--- config.mk ---
export PLATFORM = sky130hd
export DESIGN_NAME = pi_digit_emitter
export DESIGN_NICKNAME = d
export VERILOG_FILES = /design/src/rtl/pi_pkg.sv /design/src/rtl/pi_mul10_limb.sv /design/src/rtl/pi_digit_emitter.sv
export SDC_FILE = /design/constraint.sdc
export NUM_CORES = 1
export LEC_CHECK = 0
export CAP_MARGIN = 20
export CORE_MARGIN = 2
export CORE_UTILIZATION = 51
export CTS_CLUSTER_SIZE = 40
export DETAILED_ROUTE_END_ITERATION = 10
export GPL_TIMING_DRIVEN = 0
export PLACE_DENSITY = 0.77
export SLEW_MARGIN = 20
export SYNTH_ARGS = -nofsm -noshare
export SYNTH_HDL_FRONTEND = slang
export SYNTH_SLANG_ARGS = --single-unit
--- constraint.sdc ---
create_clock -name clk -period 4.55 [get_ports clk]
set_input_delay 0.91 -clock clk [delete_from_list [all_inputs] [get_ports clk]]
set_output_delay 0.91 -clock clk [all_outputs]
set_load 0.02 [all_outputs]
--- src/rtl/pi_pkg.sv ---
`default_nettype none
// ============================================================================
//  Module      : pi_pkg
//  Description : Shared defaults, radix and state encoding for the pi digit
//                emitter and its limb multiplier.
//  Revision    : 1.0 - initial release
// ============================================================================
package pi_pkg;

    // Default geometry of the multiprecision result bus
    localparam int DEF_L    = 10;
    localparam int DEF_N    = 10;
    localparam int DEF_NDIG = 8;

    // Output number base
    localparam int RADIX    = 10;

    // Emitter state encoding
    localparam logic [3:0] IDLE     = 4'h0;
    localparam logic [3:0] EMIT_INT = 4'h1;
    localparam logic [3:0] MUL      = 4'h2;
    localparam logic [3:0] EMIT     = 4'h3;
    localparam logic [3:0] DONE     = 4'h4;

endpackage
`default_nettype wire

--- src/rtl/pi_mul10_limb.sv ---
`default_nettype none
// ============================================================================
//  Module      : pi_mul10_limb
//  Description : Combinational limb * 10 + carry-in. Returns the low N bits
//                and a 4-bit carry-out (never above 9 since carry-in <= 9).
//  Revision    : 1.0 - initial release
// ============================================================================
module pi_mul10_limb
    import pi_pkg::*;
#(
    parameter int N = DEF_N
) (
    input  logic [N-1:0] i_limb,
    input  logic [3:0]   i_carry,
    output logic [N-1:0] o_low,
    output logic [3:0]   o_carry
);

    logic [N+3:0] w_prod;

    // Widen before multiplying so the decimal carry lands in the top nibble
    assign w_prod  = ({4'b0000, i_limb} * (N+4)'(RADIX)) + {{N{1'b0}}, i_carry};
    assign o_low   = w_prod[N-1:0];
    assign o_carry = w_prod[N+3:N];

endmodule
`default_nettype wire

--- src/rtl/pi_digit_emitter.sv ---
`default_nettype none
// ============================================================================
//  Module      : pi_digit_emitter
//  Description : Converts a binary fixed-point value (integer limb on top,
//                fraction limbs below) into a stream of decimal digits over a
//                valid/ready handshake. Each fraction digit is the carry out
//                of one in-place multiply-by-10 sweep of the fraction limbs.
//  Revision    : 1.0 - initial release
// ============================================================================
module pi_digit_emitter
    import pi_pkg::*;
#(
    parameter int L    = DEF_L,
    parameter int N    = DEF_N,
    parameter int NDIG = DEF_NDIG
) (
    input  logic           clk,
    input  logic           rst,
    input  logic [L*N-1:0] sum_in,
    input  logic           start,
    output logic           busy,
    output logic [3:0]     digit,
    output logic           digit_valid,
    input  logic           digit_ready,
    output logic           int_ovf,
    output logic           done
);

    localparam int IDX_W = (L > 1) ? $clog2(L) : 1;
    localparam int CNT_W = (NDIG > 0) ? $clog2(NDIG + 1) : 1;

    logic [3:0]       r_state;
    logic [3:0]       w_state_nxt;
    logic [N-1:0]     r_frac [L];
    logic [3:0]       r_carry;
    logic [IDX_W-1:0] r_idx;
    logic [CNT_W-1:0] r_dig_cnt;
    logic [3:0]       r_digit;
    logic             r_int_ovf;

    logic             w_hs;
    logic             w_last_mul;
    logic             w_last_digit;
    logic [N-1:0]     w_limb_sel;
    logic [N-1:0]     w_low;
    logic [3:0]       w_cout;
    logic [N-1:0]     w_int_limb;

    assign w_int_limb   = sum_in[N*(L-1) +: N];
    assign w_hs         = digit_valid && digit_ready;
    assign w_last_mul   = (int'(r_idx) == L - 2);
    assign w_last_digit = (int'(r_dig_cnt) + 1 == NDIG);
    assign w_limb_sel   = r_frac[r_idx];

    // Single shared multiplier, fed by the limb currently addressed by r_idx
    pi_mul10_limb #(
        .N       (N)
    ) u_mul10 (
        .i_limb  (w_limb_sel),
        .i_carry (r_carry),
        .o_low   (w_low),
        .o_carry (w_cout)
    );

    // State register
    always_ff @(posedge clk) begin
        if (rst) begin
            r_state <= IDLE;
        end else begin
            r_state <= w_state_nxt;
        end
    end

    // Next-state logic; with a single limb there is no sweep, so fraction
    // digits go straight back to EMIT carrying a zero digit
    always_comb begin
        w_state_nxt = r_state;
        case (r_state)
            IDLE: begin
                if (start) w_state_nxt = EMIT_INT;
            end
            EMIT_INT: begin
                if (w_hs) w_state_nxt = (L > 1) ? MUL : EMIT;
            end
            MUL: begin
                if (w_last_mul) w_state_nxt = EMIT;
            end
            EMIT: begin
                if (w_hs) begin
                    if (w_last_digit) w_state_nxt = DONE;
                    else              w_state_nxt = (L > 1) ? MUL : EMIT;
                end
            end
            DONE: begin
                w_state_nxt = IDLE;
            end
            default: begin
                w_state_nxt = IDLE;
            end
        endcase
    end

    // Snapshot, in-place x10 sweep, digit/counter bookkeeping
    always_ff @(posedge clk) begin
        if (rst) begin
            for (int k = 0; k < L; k++) r_frac[k] <= '0;
            r_carry   <= '0;
            r_idx     <= '0;
            r_dig_cnt <= '0;
            r_digit   <= '0;
            r_int_ovf <= 1'b0;
        end else begin
            case (r_state)
                IDLE: begin
                    if (start) begin
                        for (int k = 0; k < L; k++) r_frac[k] <= sum_in[N*k +: N];
                        r_digit   <= w_int_limb[3:0];
                        r_int_ovf <= (w_int_limb > N'(9));
                    end
                end
                EMIT_INT: begin
                    if (w_hs) begin
                        r_idx     <= '0;
                        r_carry   <= '0;
                        r_dig_cnt <= '0;
                        if (L == 1) r_digit <= '0;
                    end
                end
                MUL: begin
                    r_frac[r_idx] <= w_low;
                    r_carry       <= w_cout;
                    r_idx         <= r_idx + 1'b1;
                    if (w_last_mul) r_digit <= w_cout;
                end
                EMIT: begin
                    if (w_hs) begin
                        r_dig_cnt <= r_dig_cnt + 1'b1;
                        r_idx     <= '0;
                        r_carry   <= '0;
                    end
                end
                default: begin
                end
            endcase
        end
    end

    assign digit_valid = (r_state == EMIT_INT) || (r_state == EMIT);
    assign busy        = (r_state == EMIT_INT) || (r_state == MUL) || (r_state == EMIT);
    assign done        = (r_state == DONE);
    assign digit       = r_digit;
    assign int_ovf     = r_int_ovf;

endmodule
`default_nettype wire

==> results of run 1 <==
## power breakdown
part           total [uW]  switching [uW]  internal (uW)
Combinational        1410             858            554
Sequential           2110            46.1           2060
Clock                1470             659            810
Total                4990            1560           3430
## metrics by stage
| stage | hold slack, ns | instance area [um^2] | std cells | setup WS [ns] | total power (uW) |
|---|---|---|---|---|---|
| 5_1_grt | 0.492 | 11400 | 1089 | -0.0299 | 5150 |
| 3_5_place_dp | 0.465 | 10400 | 1032 | -0.810 | 3350 |
| 4_1_cts | 0.481 | 11100 | 1065 | 0.0131 | 4860 |
| 3_3_place_gp | 0.457 | 10400 | 1032 | -0.774 | 3310 |
| 6_report | 0.480 | 11400 | 1089 | 0.101 | 4990 |
| 2_1_floorplan | 0.444 | 9040 | 696 | 0.181 | 2890 |
## final cells by class
cell class / count / area [um^2]
tap: 225 / 282
inverter: 20 / 75.1
buffer: 47 / 292
clock buffer: 17 / 425
timing repair buffer: 138 / 1360
clock inverter: 14 / 148
fill: 1237 / 5910
multi-input combinational: 444 / 3530
sequential: 184 / 5290
## worst max-delay path, stage by stage (launching register included)
cell,delay [ns]
dfxtp_1,0.33
buf_6,0.15
buf_12,0.15
buf_16,0.15
mux4_2,0.54
mux4_2,0.55
ha_1,0.31
ha_2,0.22
fa_2,0.45
xor2_2,0.22
o2111ai_2,0.19
nor3_2,0.21
nand2_1,0.11
xor2_2,0.28
buf_4,0.16
buf_4,0.09
o21ai_0,0.06
## synth_stat cells (3+ instances only)
cell and n:
a211oi_1 5, and3_1 6, a32o_1 17, ha_1 24
o21ai_1 33, nand2_1 114, dfxtp_1 24, mux2i_4 3
and2_1 3, nand3_1 12, buf_2 6, a21o_1 3
nor4_1 3, inv_1 20, o21ai_0 58, xnor2_1 5
xor2_1 10, a22oi_1 3, a21oi_1 14, clkbuf_1 39
nor3_1 8, nand2b_1 8, nor2b_1 5, nand4_1 4
a22o_1 5, nor2_1 27, edfxtp_1 160, mux4_2 47
## sequential cells by signal, indices dropped and copies added, names as in the netlist, named ones only
signal / flops
digit: 4
r_frac: 160
r_dig_cnt: 4
int_ovf: 1
r_carry: 4
r_state: 3
r_idx: 4
## final timing paths
| path | startpoint | to | slack, ns | cells after the start |
|---|---|---|---|---|
| setup reg to reg | flop | r_frac[8][9]$_DFFE_PP_ | 0.10 | 16 |
| hold reg to reg | digit[1]$_SDFFE_PP0P_ | digit[1]$_SDFFE_PP0P_ | 0.48 | 2 |
| hold / removal | digit[1]$_SDFFE_PP0P_ | digit[1]$_SDFFE_PP0P_ | 0.48 | 2 |
| setup / recovery | flop | r_frac[8][9]$_DFFE_PP_ | 0.10 | 16 |
## what timing repair did
item                                    4_1_cts  5_1_grt
setup buffers                                 2       24
pin swaps                                     2        3
gates cloned                                  0        1
gates resized for setup                      28       12
endpoints found under the setup margin       83       54
## routing by layer
metal | vias to the layer above | track usage [%]
met5 | - | 0
li1 | 2958 | -
met4 | 0 | 12.9
met1 | 3389 | 38.3
met3 | 79 | 6.44
met2 | 461 | 45.7
## logic make-up after synthesis
logic type / Yosys count / synth area share [%]
simple gates: 196 / 9.44
flops: 184 / 58.5
compound gates: 153 / 10.5
buf+inv: 68 / 3.11
mux: 54 / 13.3
fa+ha+maj: 26 / 3.76
xor+xnor: 15 / 1.45
==> metrics.txt, run 1 <==
status finished clean; cts hold-fix bufs 0; final wirelength between 20 and 30 mm; Post-synth EDFFs 160; Clk pin slew, worst setup/hold paths about 0.07 ns; DRC violations left 0; Arrival @ worst endpoint roughly 4.6 ns; top layer in use met4; Post-Syn Instances between 600 and 700; Antenna diodes 0; Crit. End Element flop; most common cell after layout, fill and taps aside edfxtp_1; area leader, netlist edfxtp_1; worst skew pair latency between 0.4 and 0.5 ns; routed wl met3 about 2.9 mm; worst slew pin tran a little under 1 ns; first-pass GRT wire length about 39 mm; crit start category flop; Core ar. roughly 17000 um^2; RD Place Congestion approximately 1; Syn Nets approximately 830; Die Footprint ~19000 um^2; GR Util All Layers between 20% and 30%; detailed-route wire length per cell 24.6 um; num rows between 40 and 50; die width between 100 and 150 um; kind of critical path flop to flop; post-DR vias/cell around 6.3; Pre-Repair DR Iteration Count 5; final worst path period share between 90 and 100%; Root Buffer clkbuf_16; ranking of synthesized cells by area edfxtp_1 (53%), mux4_2 (12%), dfxtp_1 (5.3%), nand2_1 (4.7%), ha_1 (3.3%); final slew viol count 0; layout cell share with drive strength beyond 1 15.6%; Synth Cell Area about 9000 um^2; crit path time final about 4.4 ns; PortBufs approximately 110; final setup fails 0; Fin Setup TNS 0 ns; Max Freq approximately 220 MHz; Final Core Density 65.8%; P&R area growth vs syn 26.0%; Max VDD drop just under 0.4 mV; Die H 137 um; PD cells 438 nW/um^2; Initial Util between 50% and 60%; MaxCap Viol Count 0; Syn Area/Cell approximately 13 um^2; Post-synth ARST share 0%; via count 6887; DP Wirelength 18.6 mm; Min-Delay Path Class flop to flop; most frequent cells in the layout edfxtp_1 (160), nand2_1 (114), clkdlybuf4s50_1 (111); post-synth top area share between 50% and 60%; clk sinks approximately 180; largest net degree at the start of global routing 17; Rel. slew slack 33.6%; vias in the first global route roughly 6700; P_leak approximately 0.0040 uW; nets a little under 1000; CP required between 4 and 5 ns; TritonCTS clock tree built; Synth cell types 50; Fin. Hold Viols 0; GRT overflow 0; DR WL met2 between 10 and 15 mm; H-Tree Depth 4; Seq/Total Area, Yosys between 50 and 60%; WL met1 between 9 and 10 mm; post-synthesis register bit count approximately 180; TritonCTS Buffers 17; skew final 0.0117 ns; 1st-iter DRT viols 933; I/O Pins 112; Final ANT Viol Nets 0; critical path peak fanout 9; top_reg_cell synth edfxtp_1; Syn. warnings 0; initial antenna violation count 0; Clock Path Buffers 2
(Power assumes the default switching activity.)
==> run 2, diff against run 1 <==
--- a/config.mk
+++ b/config.mk
@@ -6,12 +6,14 @@
 export NUM_CORES = 1
 export LEC_CHECK = 0
 export CAP_MARGIN = 20
+export CORE_ASPECT_RATIO = 0.9
 export CORE_MARGIN = 2
 export CORE_UTILIZATION = 51
 export CTS_CLUSTER_SIZE = 40
 export DETAILED_ROUTE_END_ITERATION = 10
 export GPL_TIMING_DRIVEN = 0
 export PLACE_DENSITY = 0.77
+export SKIP_CTS_REPAIR_TIMING = 1
 export SLEW_MARGIN = 20
 export SYNTH_ARGS = -nofsm -noshare
 export SYNTH_HDL_FRONTEND = slang
==> run 2 against run 1 <==
Setup slack lost 0.059 ns. Clock skew shrank 0.0020 ns. Core utilization shrank 1.4 points. Die area is essentially flat. Count of clock-buffer cells in the layout is the same. Critical path depth shrank 1. Global-route usage shrank 0.59 points. Non-clock buffer count shrank 17.
==> metrics.txt, run 2 (synthesis results as in run 1) <==
Fin. Hold Viols 0 (unchanged); crit path cell chain buf_6, buf_12, buf_12, buf_4, mux4_2, mux4_2, ha_1, fa_2, xor2_4, o2111ai_2, nor3_2, nand2_1, xor2_2, buf_2, o21ai_1; crit path time final 4.51 ns (+0.0588 ns); Min-Delay Path Class flop to flop; layout cell share with drive strength beyond 1 14.0% (-1.6 points); final std cells w/o fill 1088 (-0.092%); Hold EP r_dig_cnt[1]$_SDFFE_PP0P_; Fin Setup TNS 0 ns (unchanged); crit path max-delay cell type mux4_2; fin area 11300 um^2 (-0.94%); Initial Util 51.7% (-0.60 points); placed cell count 1048 (+1.6%); largest net degree at the start of global routing 19 (+2); die width 144 um (+5.2%); most frequent cells in the layout edfxtp_1 (160), nand2_1 (114), clkdlybuf4s50_1 (111); P&R area growth vs syn 24.8%; Final Power 4950 uW (-0.85%); nets 965 (-1.7%); via count 6767 (-1.7%); post-DR vias/cell 6.22 (-1.7%); Max VDD drop 0.314 mV (-19%); num rows 46 (-4.2%); Worst R2R End r_frac[5][9]$_DFFE_PP_; first-pass GRT wire length 37.6 mm (-2.8%); TritonCTS clock tree built; Max Freq 222 MHz (-1.3%); most flop-heavy register r_frac; MaxCap Viol Count 0 (unchanged); detailed-route wire length per cell 24.0 um (-2.3%); Rel. slew slack 25.0% (-8.6 points); RSZ-0062 raised after global routing false; DP Wirelength 18.3 mm (-1.7%); DRC violations left 0 (unchanged); final worst path period share 99.1% (+1.3 points); flop2flop setup slack 0.04 ns (-0.06 ns); P_leak 0.00392 uW (-2.2%); Arrival @ worst endpoint 4.68 ns (+0.06 ns); Die Footprint 18800 um^2 (about the same); most common cell after layout, fill and taps aside edfxtp_1; Antenna diodes 0 (unchanged); RD Place Congestion 0.929 (-7.1%); Core ar. 17500 um^2 (+1.2%); crit-path max cell delay 0.54 ns (about the same); TritonCTS Buffers 17 (unchanged); Final Core Density 64.5% (-1.4 points); GR Util All Layers 28.2% (-0.59 points); CP required 4.73 ns (about the same); kind of critical path flop to flop; PortBufs 111 (unchanged); crit start category flop; skew final 0.00969 ns (-0.00204 ns); I/O Pins 112 (unchanged); WP buf/inv 5 (unchanged); final setup fails 0 (unchanged); Clk pin slew, worst setup/hold paths 0.08 ns (about the same); # fillers 1312 (+6.1%); critical path peak fanout 8 (-1); Final ANT Viol Nets 0 (unchanged); WHS Path Cells 2 (unchanged); worst slew pin tran 1.12 ns (+0.132 ns); Clock Path Buffers 2 (unchanged); H-Tree Depth 4 (unchanged); GRT overflow 0 (unchanged); PD cells 439 nW/um^2 (about the same); final wirelength 26.2 mm (-2.4%); 1st-iter DRT viols 913 (-2.1%); final slew viol count 0 (unchanged); placed inst area 10500 um^2 (+0.25%); Largest register FFs 160 (unchanged); r2r worst-path depth 15 (-1); Min-Delay Startpoint r_dig_cnt[1]$_SDFFE_PP0P_; initial antenna violation count 0 (unchanged); worst skew pair latency 0.44 ns (about the same); Pre-Repair DR Iteration Count 5 (unchanged); delay-heaviest family, CP multiplexers; status finished clean; Root Buffer clkbuf_16; vias in the first global route 6503 (-3.6%); clk sinks 184 (unchanged); Die H 130 um (-5.0%); Crit. End Element flop
## run 2: cell count changes in the layout (fill, tap and decap cells not counted), moves of 2 or more
cell | previous run | this run
buf_4 | 25 | 7
clkinv_2 | 3 | 1
inv_8 | 1 | 4
clkinvlp_4 | 3 | 1
## run 2: final cells by class
class	count	area (um^2)	area share (%)
flip-flops and latches	184	5290	46.9
multi-input cells	444	3540	31.4
repair buffers	121	1210	10.7
clock buffers	17	425	3.77
well taps	240	300	2.66
plain buffers	47	287	2.54
clock inverters	15	160	1.42
inverters	20	75.1	0.665
## run 2: power by group
group          internal [uW]  leakage [uW]  total, uW  switching (uW)
Clock                    779      0.000287       1470             695
Combinational            510       0.00182       1370             855
Sequential              2060       0.00181       2110            45.8
Total                   3350       0.00392       4950            1600
## run 2: how the worst max path moves through the flow
stage                     start                      end  slack, ns  depth (start not counted)
after floorplan            flop  r_frac[10][9]$_DFFE_PP_       0.18                         15
after global placement     flop  r_frac[11][9]$_DFFE_PP_      -0.76                         14
after detailed placement   flop  r_frac[14][9]$_DFFE_PP_      -0.77                         14
after CTS                  flop  r_frac[11][9]$_DFFE_PP_      -0.78                         14
after global routing       flop   r_frac[5][9]$_DFFE_PP_      0.004                         15
final                      flop   r_frac[5][9]$_DFFE_PP_       0.04                         15
## run 2: through the flow
| stage | hold slack (ns) | setup WS, ns |
|---|---|---|
| floorplan | 0.444 | 0.181 |
| global placement | 0.464 | -0.759 |
| detailed placement | 0.469 | -0.770 |
| CTS | 0.479 | -0.784 |
| global route | 0.512 | 0.00401 |
| finish | 0.479 | 0.0423 |
## run 2: worst register-to-register path, delay by kind of cell (launching register included)
family	cells	cell delay (ns)
simple gates	2	0.40
flops	1	0.33
xor+xnor	2	0.53
mux	2	1.08
compound gates	2	0.25
fa+ha+maj	2	0.84
buf+inv	5	0.80
## run 2: per-layer routing
metal / global-route usage, % / vias up / part of all wire, %
met5: 0 / - / 0
met4: 10.7 / 0 / 3.3
met3: 10.3 / 62 / 11
met2: 43.4 / 438 / 47
met1: 37.2 / 3339 / 38
li1: - / 2928 / -
==> run 3, diff against run 2 <==
--- a/config.mk
+++ b/config.mk
@@ -13,6 +13,7 @@
 export DETAILED_ROUTE_END_ITERATION = 10
 export GPL_TIMING_DRIVEN = 0
 export PLACE_DENSITY = 0.77
+export REMOVE_ABC_BUFFERS = 1
 export SKIP_CTS_REPAIR_TIMING = 1
 export SLEW_MARGIN = 20
 export SYNTH_ARGS = -nofsm -noshare
==> run 3 against run 2 <==
Total power rose by 1.2%. Sequential share of layout area grew 0.25 points. Maximum frequency grew 3.5%. Cell count decreased by 3.4%. First-iteration DRC count is 3.9% higher. Core utilization decreased by 0.25 points. Non-clock buffer count fell by 37. Global-route usage down 1.6 points. Critical path depth down 2. Critical path type unchanged. Critical endpoint is now digit[1]$_SDFFE_PP0P_.
==> metrics.txt, run 3 (synthesis results as in run 1) <==
CP required 4.90 ns (+0.17 ns); flop2flop setup slack 0.19 ns (+0.15 ns); placed cell count 1009 (-3.7%); r2r worst-path depth 13 (-2); Initial Util 51.7% (unchanged); crit path time final 4.36 ns (-0.152 ns); TritonCTS clock tree built; worst skew pair latency 0.44 ns (about the same); Max VDD drop 0.326 mV (+4.0%); Worst R2R End digit[1]$_SDFFE_PP0P_; die width 144 um (unchanged); Arrival @ worst endpoint 4.71 ns (+0.03 ns); Crit. End Element flop; most flop-heavy register r_frac; met3 GRT Util 6.09% (-4.2 points); crit path cell chain buf_16, mux4_2, mux4_2, ha_1, ha_1, fa_2, xor2_2, o2111ai_2, nor3_2, nand4_1, xnor2_2, nor2_1, o31ai_1; num rows 46 (unchanged); final wirelength 24.9 mm (-5.0%); met2 Use GR 43.5% (+0.084 points); clk sinks 184 (unchanged); final worst path period share 95.7% (-3.4 points); WHS Path Cells 2 (unchanged); most common cell after layout, fill and taps aside edfxtp_1; GR Layer Usage met1 35.8% (-1.4 points); Min-Delay Path Class flop to flop; crit-path max cell delay 0.58 ns (+0.04 ns); Min-Delay Startpoint r_carry[2]$_SDFFE_PP0P_; Hold WS 0.495 ns (+0.0165 ns); Top Usage Layer GRT met2; vias in the first global route 6324 (-2.8%); Clk pin slew, worst setup/hold paths 0.07 ns (about the same); CP endpoint digit[1]$_SDFFE_PP0P_; MaxCap Viol Count 0 (unchanged); initial antenna violation count 0 (unchanged); final std cells w/o fill 1051 (-3.4%); detailed-route wire length per cell 23.7 um (-1.6%); via count 6560 (-3.1%); RSZ-0062 raised after global routing false; kind of critical path flop to flop; 1st-iter DRT viols 949 (+3.9%); Core ar. 17500 um^2 (unchanged); Fin. Hold Viols 0 (unchanged); Rel. slew slack 22.5% (-2.5 points); crit start category flop; Die Footprint 18800 um^2 (unchanged); TritonCTS Buffers 17 (unchanged); largest net degree at the start of global routing 34 (+15); Clock Path Buffers 2 (unchanged); Antenna diodes 0 (unchanged); crit path max-delay cell type mux4_2; final setup fails 0 (unchanged); H-Tree Depth 4 (unchanged); first-pass GRT wire length 36.0 mm (-4.3%); final slew viol count 0 (unchanged); GR Util All Layers 26.7% (-1.6 points); PortBufs 111 (unchanged); post-DR vias/cell 6.24 (+0.35%); status finished clean; critical path peak fanout 17 (+9); P_leak 0.00391 uW (-0.34%); RD Place Congestion 0.861 (-7.3%); layout cell share with drive strength beyond 1 15.5% (+1.5 points); PD cells 446 nW/um^2 (+1.6%); P&R area growth vs syn 24.3%; I/O Pins 112 (unchanged); DRC violations left 0 (unchanged); Max Freq 230 MHz (+3.5%); DP Wirelength 17.2 mm (-6.4%); Pre-Repair DR Iteration Count 6 (+1); Root Buffer clkbuf_16; Die H 130 um (unchanged); nets 928 (-3.8%); GRT overflow 0 (unchanged); Largest register FFs 160 (unchanged); worst slew pin tran 1.16 ns (+0.0373 ns); skew final 0.0116 ns (+0.00190 ns); most frequent cells in the layout edfxtp_1 (160), nand2_1 (114), clkdlybuf4s50_1 (111); Final ANT Viol Nets 0 (unchanged)
run 3: cell count changes in the layout (fill, tap and decap cells not counted), sizes merged:
cell / before / now
inv: 28 / 25
clkinvlp: 1 / 2
clkinv: 5 / 7
clkbuf: 55 / 18
run 3: report_power, final:
group / internal (uW) / total (uW) / switching (uW)
logic: 548 / 1390 / 839
registers: 2060 / 2120 / 60.0
clock network: 787 / 1500 / 711
run 3: how the worst min path moves through the flow:
stage          slack, ns                         to
5_1_grt             0.51    r_carry[2]$_SDFFE_PP0P_
3_5_place_dp        0.48    r_carry[2]$_SDFFE_PP0P_
3_3_place_gp        0.46  r_dig_cnt[1]$_SDFFE_PP0P_
6_report            0.50    r_carry[2]$_SDFFE_PP0P_
4_1_cts             0.49      digit[1]$_SDFFE_PP0P_
2_1_floorplan       0.44  r_dig_cnt[1]$_SDFFE_PP0P_
run 3: metrics by stage:
stage | utilization [%] | total power (uW) | setup TNS [ns] | area, um^2 | worst slack (ns)
after detailed placement | 59.3 | 3320 | -13.14 | 10400 | -0.669
after global placement | 58.6 | 3260 | -562.63 | 10200 | -5.21
after global routing | 64.2 | 5180 | 0 | 11200 | 0.0427
after CTS | 62.8 | 4800 | -14.92 | 11000 | -0.712
final | 64.2 | 5010 | 0 | 11200 | 0.195
after floorplan | - | 2860 | -206.27 | 8830 | -2.07
run 3: final cells by class:
class | instances | area, um^2
Clock inverter | 15 | 185
Multi-Input combinational cell | 444 | 3620
Timing Repair Buffer | 131 | 1340
Inverter | 20 | 75.1
Fill cell | 1290 | 6260
Sequential cell | 184 | 5290
Clock buffer | 17 | 425
Tap cell | 240 | 300
run 3: layer usage:
metal | share of wire [%] | vias to the layer above
met5 | 0 | -
met4 | 2.6 | 0
met3 | 9.9 | 60
met2 | 49 | 414
met1 | 39 | 3227
li1 | - | 2859
run 3: critical path: cells and delay by family (launching register included):
family                     cells  cell delay (ns)
and+or+nand+nor                3             0.55
xor gates and xnor gates       2             0.56
adders and majority gates      3             0.96
AOI/OAI and AO/OA              2             0.46
DFF                            1             0.42
buffers and inverters          1             0.22
muxes                          2             1.10
